<file path="config.mk">
export PLATFORM = sky130hd
export DESIGN_NAME = retry_start_tracked
export DESIGN_NICKNAME = d
export VERILOG_FILES = /design/src/rtl/retry_pkg.sv /design/src/rtl/lzc.sv /design/src/rtl/retry_start_tracked.sv
export SDC_FILE = /design/constraint.sdc
export NUM_CORES = 1
export LEC_CHECK = 0
export CORE_MARGIN = 2
export CORE_UTILIZATION = 35
export CTS_BUF_LIST = sky130_fd_sc_hd__clkbuf_16
export CTS_CLUSTER_SIZE = 10
export DETAILED_ROUTE_END_ITERATION = 6
export GPL_ROUTABILITY_DRIVEN = 0
export GPL_TIMING_DRIVEN = 0
export SETUP_SLACK_MARGIN = 0.3
export SLEW_MARGIN = 20
export SYNTH_ARGS = -nofsm -noshare
export SYNTH_HDL_FRONTEND = slang
export SYNTH_SLANG_ARGS = --single-unit
</file>
<file path="constraint.sdc">
create_clock -name clk_i -period 2.75 [get_ports clk_i]
set_input_delay 0.55 -clock clk_i [delete_from_list [all_inputs] [get_ports clk_i]]
set_output_delay 0.55 -clock clk_i [all_outputs]
set_load 0.05 [all_outputs]
</file>
<file path="src/rtl/retry_pkg.sv">
// retry_pkg: ID and sizing helpers shared by the retry start and end blocks
package retry_pkg;

   function automatic int retry_num_slots(input int id_size);
      return 1 << (id_size - 1);
   endfunction

   function automatic int retry_cnt_w(input int max_retries);
      return $clog2(max_retries + 1);
   endfunction

   // Builds {^idx, idx} for an ID of width w; upper bits stay zero
   function automatic logic [31:0] retry_make_id(input int w, input logic [31:0] idx);
      logic [31:0] r;
      logic        p;
      r = '0;
      p = 1'b0;
      for (int i = 0; i < 32; i++) begin
         if (i < w - 1) begin
            r[i] = idx[i];
            p    = p ^ idx[i];
         end
      end
      r[w-1] = p;
      return r;
   endfunction

   // A well-formed ID has even parity across all w bits
   function automatic logic retry_id_parity_ok(input int w, input logic [31:0] id);
      logic p;
      p = 1'b0;
      for (int i = 0; i < 32; i++) begin
         if (i < w) p = p ^ id[i];
      end
      return ~p;
   endfunction

endpackage

</file>
<file path="src/rtl/lzc.sv">
// lzc: leading/trailing zero counter, MODE 0 counts trailing zeros
module lzc #(
   parameter int WIDTH     = 2,
   parameter bit MODE      = 1'b0,
   parameter int CNT_WIDTH = (WIDTH > 1) ? $clog2(WIDTH) : 1
) (
   input  logic [WIDTH-1:0]     in_i,
   output logic [CNT_WIDTH-1:0] cnt_o,
   output logic                 empty_o
);

   // Scan so that the bit nearest the counted end is visited last and wins
   always_comb begin
      cnt_o = '0;
      for (int i = 0; i < WIDTH; i++) begin
         if (in_i[MODE ? i : WIDTH-1-i]) cnt_o = MODE ? CNT_WIDTH'(WIDTH-1-i) : CNT_WIDTH'(WIDTH-1-i);
      end
   end

   assign empty_o = ~|in_i;

endmodule

</file>
<file path="src/rtl/retry_start_tracked.sv">
// retry_start_tracked: tags transfers with parity IDs, holds them in slots and re-issues retries
module retry_start_tracked
   import retry_pkg::*;
#(
   parameter type         DataType   = logic,
   parameter int unsigned IDSize     = 3,
   parameter int unsigned MaxRetries = 2,
   localparam int unsigned NumSlots  = retry_num_slots(IDSize),
   localparam int unsigned InfW      = $clog2(NumSlots + 1)
) (
   input  logic              clk_i,
   input  logic              rst_ni,
   input  DataType           data_i,
   input  logic              valid_i,
   output logic              ready_o,
   output DataType           data_o,
   output logic [IDSize-1:0] id_o,
   output logic              valid_o,
   input  logic              ready_i,
   input  logic [IDSize-1:0] retry_id_i,
   input  logic              retry_valid_i,
   output logic              retry_ready_o,
   input  logic [IDSize-1:0] release_id_i,
   input  logic              release_valid_i,
   output logic              error_valid_o,
   output logic [IDSize-1:0] error_id_o,
   output logic              parity_error_o,
   output logic [InfW-1:0]   inflight_o
);

   localparam int unsigned CntW = retry_cnt_w(MaxRetries);
   localparam int unsigned IdxW = IDSize - 1;

   logic [NumSlots-1:0] busy_q, busy_d, free_vec;
   DataType             data_q [NumSlots];
   DataType             data_d [NumSlots];
   logic [CntW-1:0]     cnt_q  [NumSlots];
   logic [CntW-1:0]     cnt_d  [NumSlots];
   logic                pend_valid_q, pend_valid_d;
   logic [IdxW-1:0]     pend_idx_q, pend_idx_d;
   logic                err_valid_q, err_valid_d;
   logic [IDSize-1:0]   err_id_q, err_id_d;
   logic                par_err_q, par_err_d;
   logic [IdxW-1:0]     alloc_idx, retry_idx, rel_idx;
   logic                alloc_empty, any_free, hs, retry_acc, retry_par_ok, rel_par_ok, rel_ok;

   // The pending slot is offered as free so a retry can always reuse its own storage
   assign free_vec = ~busy_q | (NumSlots'(pend_valid_q) << pend_idx_q);

   lzc #(.WIDTH(NumSlots), .MODE(1'b0), .CNT_WIDTH(IdxW)) i_lzc (
      .in_i   (free_vec),
      .cnt_o  (alloc_idx),
      .empty_o(alloc_empty)
   );

   assign any_free      = ~alloc_empty;
   assign valid_o       = pend_valid_q | (valid_i & any_free);
   assign data_o        = pend_valid_q ? data_q[pend_idx_q] : (valid_o ? data_i : '0);
   assign id_o          = IDSize'(retry_make_id(IDSize, 32'(alloc_idx)));
   assign ready_o       = ready_i & ~pend_valid_q & any_free;
   assign retry_ready_o = ~pend_valid_q | ready_i;
   assign hs            = valid_o & ready_i;
   assign retry_acc     = retry_valid_i & retry_ready_o;
   assign retry_idx     = retry_id_i[IdxW-1:0];
   assign rel_idx       = release_id_i[IdxW-1:0];
   assign retry_par_ok  = retry_id_parity_ok(IDSize, 32'(retry_id_i));
   assign rel_par_ok    = retry_id_parity_ok(IDSize, 32'(release_id_i));
   assign rel_ok        = release_valid_i & rel_par_ok & busy_q[rel_idx] &
                          ~(retry_acc & retry_par_ok & (retry_idx == rel_idx));
   assign error_valid_o  = err_valid_q;
   assign error_id_o     = err_id_q;
   assign parity_error_o = par_err_q;

   // Frees are applied first so an allocation in the same cycle always takes effect
   always_comb begin
      busy_d       = busy_q;
      data_d       = data_q;
      cnt_d        = cnt_q;
      pend_valid_d = pend_valid_q & ~hs;
      pend_idx_d   = pend_idx_q;
      err_valid_d  = 1'b0;
      err_id_d     = err_id_q;
      par_err_d    = release_valid_i & ~rel_par_ok;
      if (rel_ok) busy_d[rel_idx] = 1'b0;
      if (retry_acc & ~retry_par_ok) par_err_d = 1'b1;
      if (retry_acc & retry_par_ok & busy_q[retry_idx]) begin
         if (cnt_q[retry_idx] == CntW'(MaxRetries)) begin
            busy_d[retry_idx] = 1'b0;
            err_valid_d       = 1'b1;
            err_id_d          = retry_id_i;
         end else begin
            pend_valid_d = 1'b1;
            pend_idx_d   = retry_idx;
         end
      end
      if (hs & pend_valid_q & (alloc_idx != pend_idx_q)) busy_d[pend_idx_q] = 1'b0;
      if (hs) begin
         busy_d[alloc_idx] = 1'b1;
         data_d[alloc_idx] = data_o;
         cnt_d[alloc_idx]  = pend_valid_q ? cnt_q[pend_idx_q] + CntW'(1) : '0;
      end
   end

   // Slot storage, pending retry and error pulses; reset drops everything silently
   always_ff @(posedge clk_i or negedge rst_ni) begin
      if (!rst_ni) begin
         busy_q       <= '0;
         pend_valid_q <= 1'b0;
         pend_idx_q   <= '0;
         err_valid_q  <= 1'b0;
         err_id_q     <= '0;
         par_err_q    <= 1'b0;
         for (int i = 0; i < NumSlots; i++) begin
            data_q[i] <= '0;
            cnt_q[i]  <= '0;
         end
      end else begin
         busy_q       <= busy_d;
         data_q       <= data_d;
         cnt_q        <= cnt_d;
         pend_valid_q <= pend_valid_d;
         pend_idx_q   <= pend_idx_d;
         err_valid_q  <= err_valid_d;
         err_id_q     <= err_id_d;
         par_err_q    <= par_err_d;
      end
   end

   // Occupied-slot count
   always_comb begin
      inflight_o = '0;
      for (int i = 0; i < NumSlots; i++) inflight_o = inflight_o + InfW'(busy_q[i]);
   end

endmodule
</file>
==> metrics.md <==
| Metric | Value |
|---|---|
| Antenna violations before repair | 0 |
| H-tree depth | 1 |
| Multi-input gate area | 952.2 um^2 |
| TritonCTS clock tree | done |
| Peak supply drop | about 0.58 mV |
| Leak | about 0.99 nW |
| Post-Synthesis Cells | around 140 |
| CTS root buffer | clkbuf_16 |
| Fmax | 0.3995 GHz |
| Final Net Count | about 200 |
| Crit path time final | 2.503 ns |
| Slew Viols, Final | 0 |
| Final wirelength | 4.051 mm |
| Diodes inserted | 0 |
| Yosys reg bits | 24 |
| Hpwl dp | between 2 and 3 mm |
| Post-cts hold buffer count | 0 |
| Sequential fraction of the synthesis area | approximately 37% |
| Fin cells | approximately 230 |
| Initial Utilization | a little under two fifths |
| Num rows | 24 |
| Fillers | roughly 420 |
| Total die area | slightly above 0.005 mm^2 |
| Port Buffers | 27 |
| Worst-Margin Slew | around 0.55 ns |
| Flop-to-flop setup slack | ~0.7 ns |
| Mapped Nets | around 170 |
| Clk_lat worst skew | between 0.2 and 0.3 ns |
| Final Hold Vio Count | 0 |
| Status | finished clean |
| Drt first pass iters | 4 |
| Async S/R FF share, synth | 100.0% |
| Post-synth EDFFs | 0 |
| DR iter-0 viols | between 100 and 150 |
| Top Ports | 28 |
| CTS clk-pin slew, worst paths | 0.07 ns |
| CP endpoint kind | primary output |
| Fin worst setup slack | roughly 0.25 ns |
| Max clock buf depth | 2 |
| CP max FO | 4 |
| Worst setup SP type | flop |
| Main flop type after synthesis | dfrtp_1 |
| Crit path kind | flop to primary output |
| # DRC | 0 |
| Sequential cell area | approximately 600 um^2 |
| Vias in the first global route | between 1,000 and 1,500 |
| Via count | roughly 1,300 |
| Net Sw Power | 1.277 mW |
| Area Overhead vs Synth | 30.15% |
| Vias per inst | ~5.4 |
| Max Cap Viol | 0 |
| Wire per inst | ~17 um |
| Die X | around 72 um |
| Clock Power Share | between 15 and 20% |
| Post-DRT Antenna Nets | 0 |
| Setup-failing EPs final | 0 |
| Total gr overflow | 0 |
| CP required | approximately 2.2 ns |
| Final Skew | 0.005809 ns |
| Synth cell types | 40 |
| Core box area | 0.004414 mm^2 |
| Period utilization | between 90% and 100% |
| Largest net degree at the start of global routing | 25 |
| Worst r2r path cells | 7 |
| Synthesized area | roughly 0.0016 mm^2 |
| Layout cell share with drive strength beyond 1 | around a third |
| Post-synthesis area per instance | ~11 um^2 |
| Critical path arrival | approximately 2.0 ns |
| Worst min path class | input pin to async pin |
| RSZ-0062 raised after global routing | yes |
| Synth warn | 0 |
| Worst slack, placed | -0.3374 ns |
| Slew HR | a little over three fifths |
| Chip Height | roughly 72 um |
| GRT Resource Usage Total | approximately 17% |
| Switching part of the total | a little under half |
| Layout Utilization | a little under half |
| Crit Reg-Reg Endpoint | busy_q[3] |
| Clock sinks | 24 |
| CTS buffer count | 3 |
| Comb pwr share | between 60% and 70% |
| PD cells | around 1300 mW/mm^2 |
| Cells after DPL | 222 |
| Sequential Power Share | 21.3% |
| Internal Pwr Total | 1.493 mW |
| First-pass GRT wire length | roughly 6.7 mm |
| R2R Path Start | busy_q[0] |
power by group through the flow:
stage	clock network, mW	registers [mW]	logic (mW)
6_report	0.418	0.589	1.76
3_3_place_gp	0	0.594	1.61
4_1_cts	0.423	0.588	1.73
3_5_place_dp	0	0.601	1.65
2_1_floorplan	0	0.628	1.17
5_1_grt	0.445	0.607	1.88
registers in the layout, summed over array words and instances, names as in the netlist:
signal and flops:
parity_error_o 1, data_q 4, error_valid_o 1, error_id_o 3, cnt_q 8, pend_idx_q 2
busy_q 4, pend_valid_q 1
cell usage in the layout (no fill, tap or decap), types with 3 or more instances in the layout:
cell type / instances
clkbuf_2: 3
dlygate4sd2_1: 4
ha_1: 10
inv_1: 12
dfrtp_1: 22
buf_4: 7
o21ai_0: 7
clkbuf_16: 3
mux2_2: 15
buf_6: 6
inv_2: 3
nand2_1: 11
mux2i_1: 3
xnor2_1: 4
nor2_1: 3
mux4_2: 4
clkdlybuf4s50_1: 14
nand2b_1: 6
worst max-delay path, stage by stage, from the launching register on:
cell,delay [ns]
dfrtp_1,0.35
buf_6,0.11
inv_2,0.05
fa_1,0.53
inv_1,0.04
ha_1,0.17
ha_1,0.29
buf_6,0.16
final cells by class:
type                            instances  area share [%]
Multi-Input combinational cell        100           45.08
Sequential cell                        24           28.55
Timing Repair Buffer                   33           13.98
Clock buffer                            3           3.554
Tap cell                               52           3.081
Inverter                               15           2.666
Buffer                                  4           1.659
Clock inverter                          1           1.422
how the worst max path moves through the flow:
stage | startpoint | endpoint
after floorplan | busy_q[0] | inflight_o[1]
after global placement | retry_id_i[0] | busy_q[3]
after detailed placement | retry_id_i[0] | busy_q[3]
after CTS | busy_q[3] | inflight_o[1]
after global routing | busy_q[0] | inflight_o[1]
final | busy_q[0] | inflight_o[1]
layer usage:
layer / part of all wire (%) / routed length (um) / vias to the layer above / track usage [%]
met2: 53 / 2140 / 44 / 30.07
met5: 0 / 0 / - / 0
met4: 1.5 / 60 / 0 / 5.451
met3: 5.1 / 206 / 8 / 3.472
li1: - / - / 589 / -
met1: 41 / 1644 / 610 / 19.81
timing repair:
item | CTS | global route
resized for setup | 45 | 11
setup buffers | 5 | 1
setup endpoints to repair | 20 | 12
pin swaps | 0 | 0
cell families after synthesis:
family / synth area share, %
xor+xnor: 2.698
mux: 21.97
fa+ha+maj: 8.944
flops: 37.01
simple gates: 13.26
compound gates: 11.10
buf+inv: 5.011
Yosys cell counts (3+ instances only):
cell type	number	area, um^2
inv_1	14	52.55
nand2_1	11	41.29
xnor2_1	5	43.79
o21ai_0	7	35.03
ha_1	10	125.1
mux2i_1	3	30.03
mux4_2	3	67.56
a21oi_1	3	15.01
nand2b_1	6	37.54
mux4_1	3	78.83
mux2_2	16	180.2
nor2_1	3	11.26
dfrtp_1	24	600.6
through the flow:
stage	total power [mW]	instance area [um^2]	hold slack, ns	TNS (ns)
floorplan	1.800	1623	0.2544	0
global placement	2.204	1958	0.4798	-1.856
detailed placement	2.253	1958	0.4907	-2.487
CTS	2.737	2115	0.5061	0
global route	2.929	2112	0.3188	0
finish	2.770	2112	0.2691	0
No activity file was read; power rests on OpenSTA's default activity.
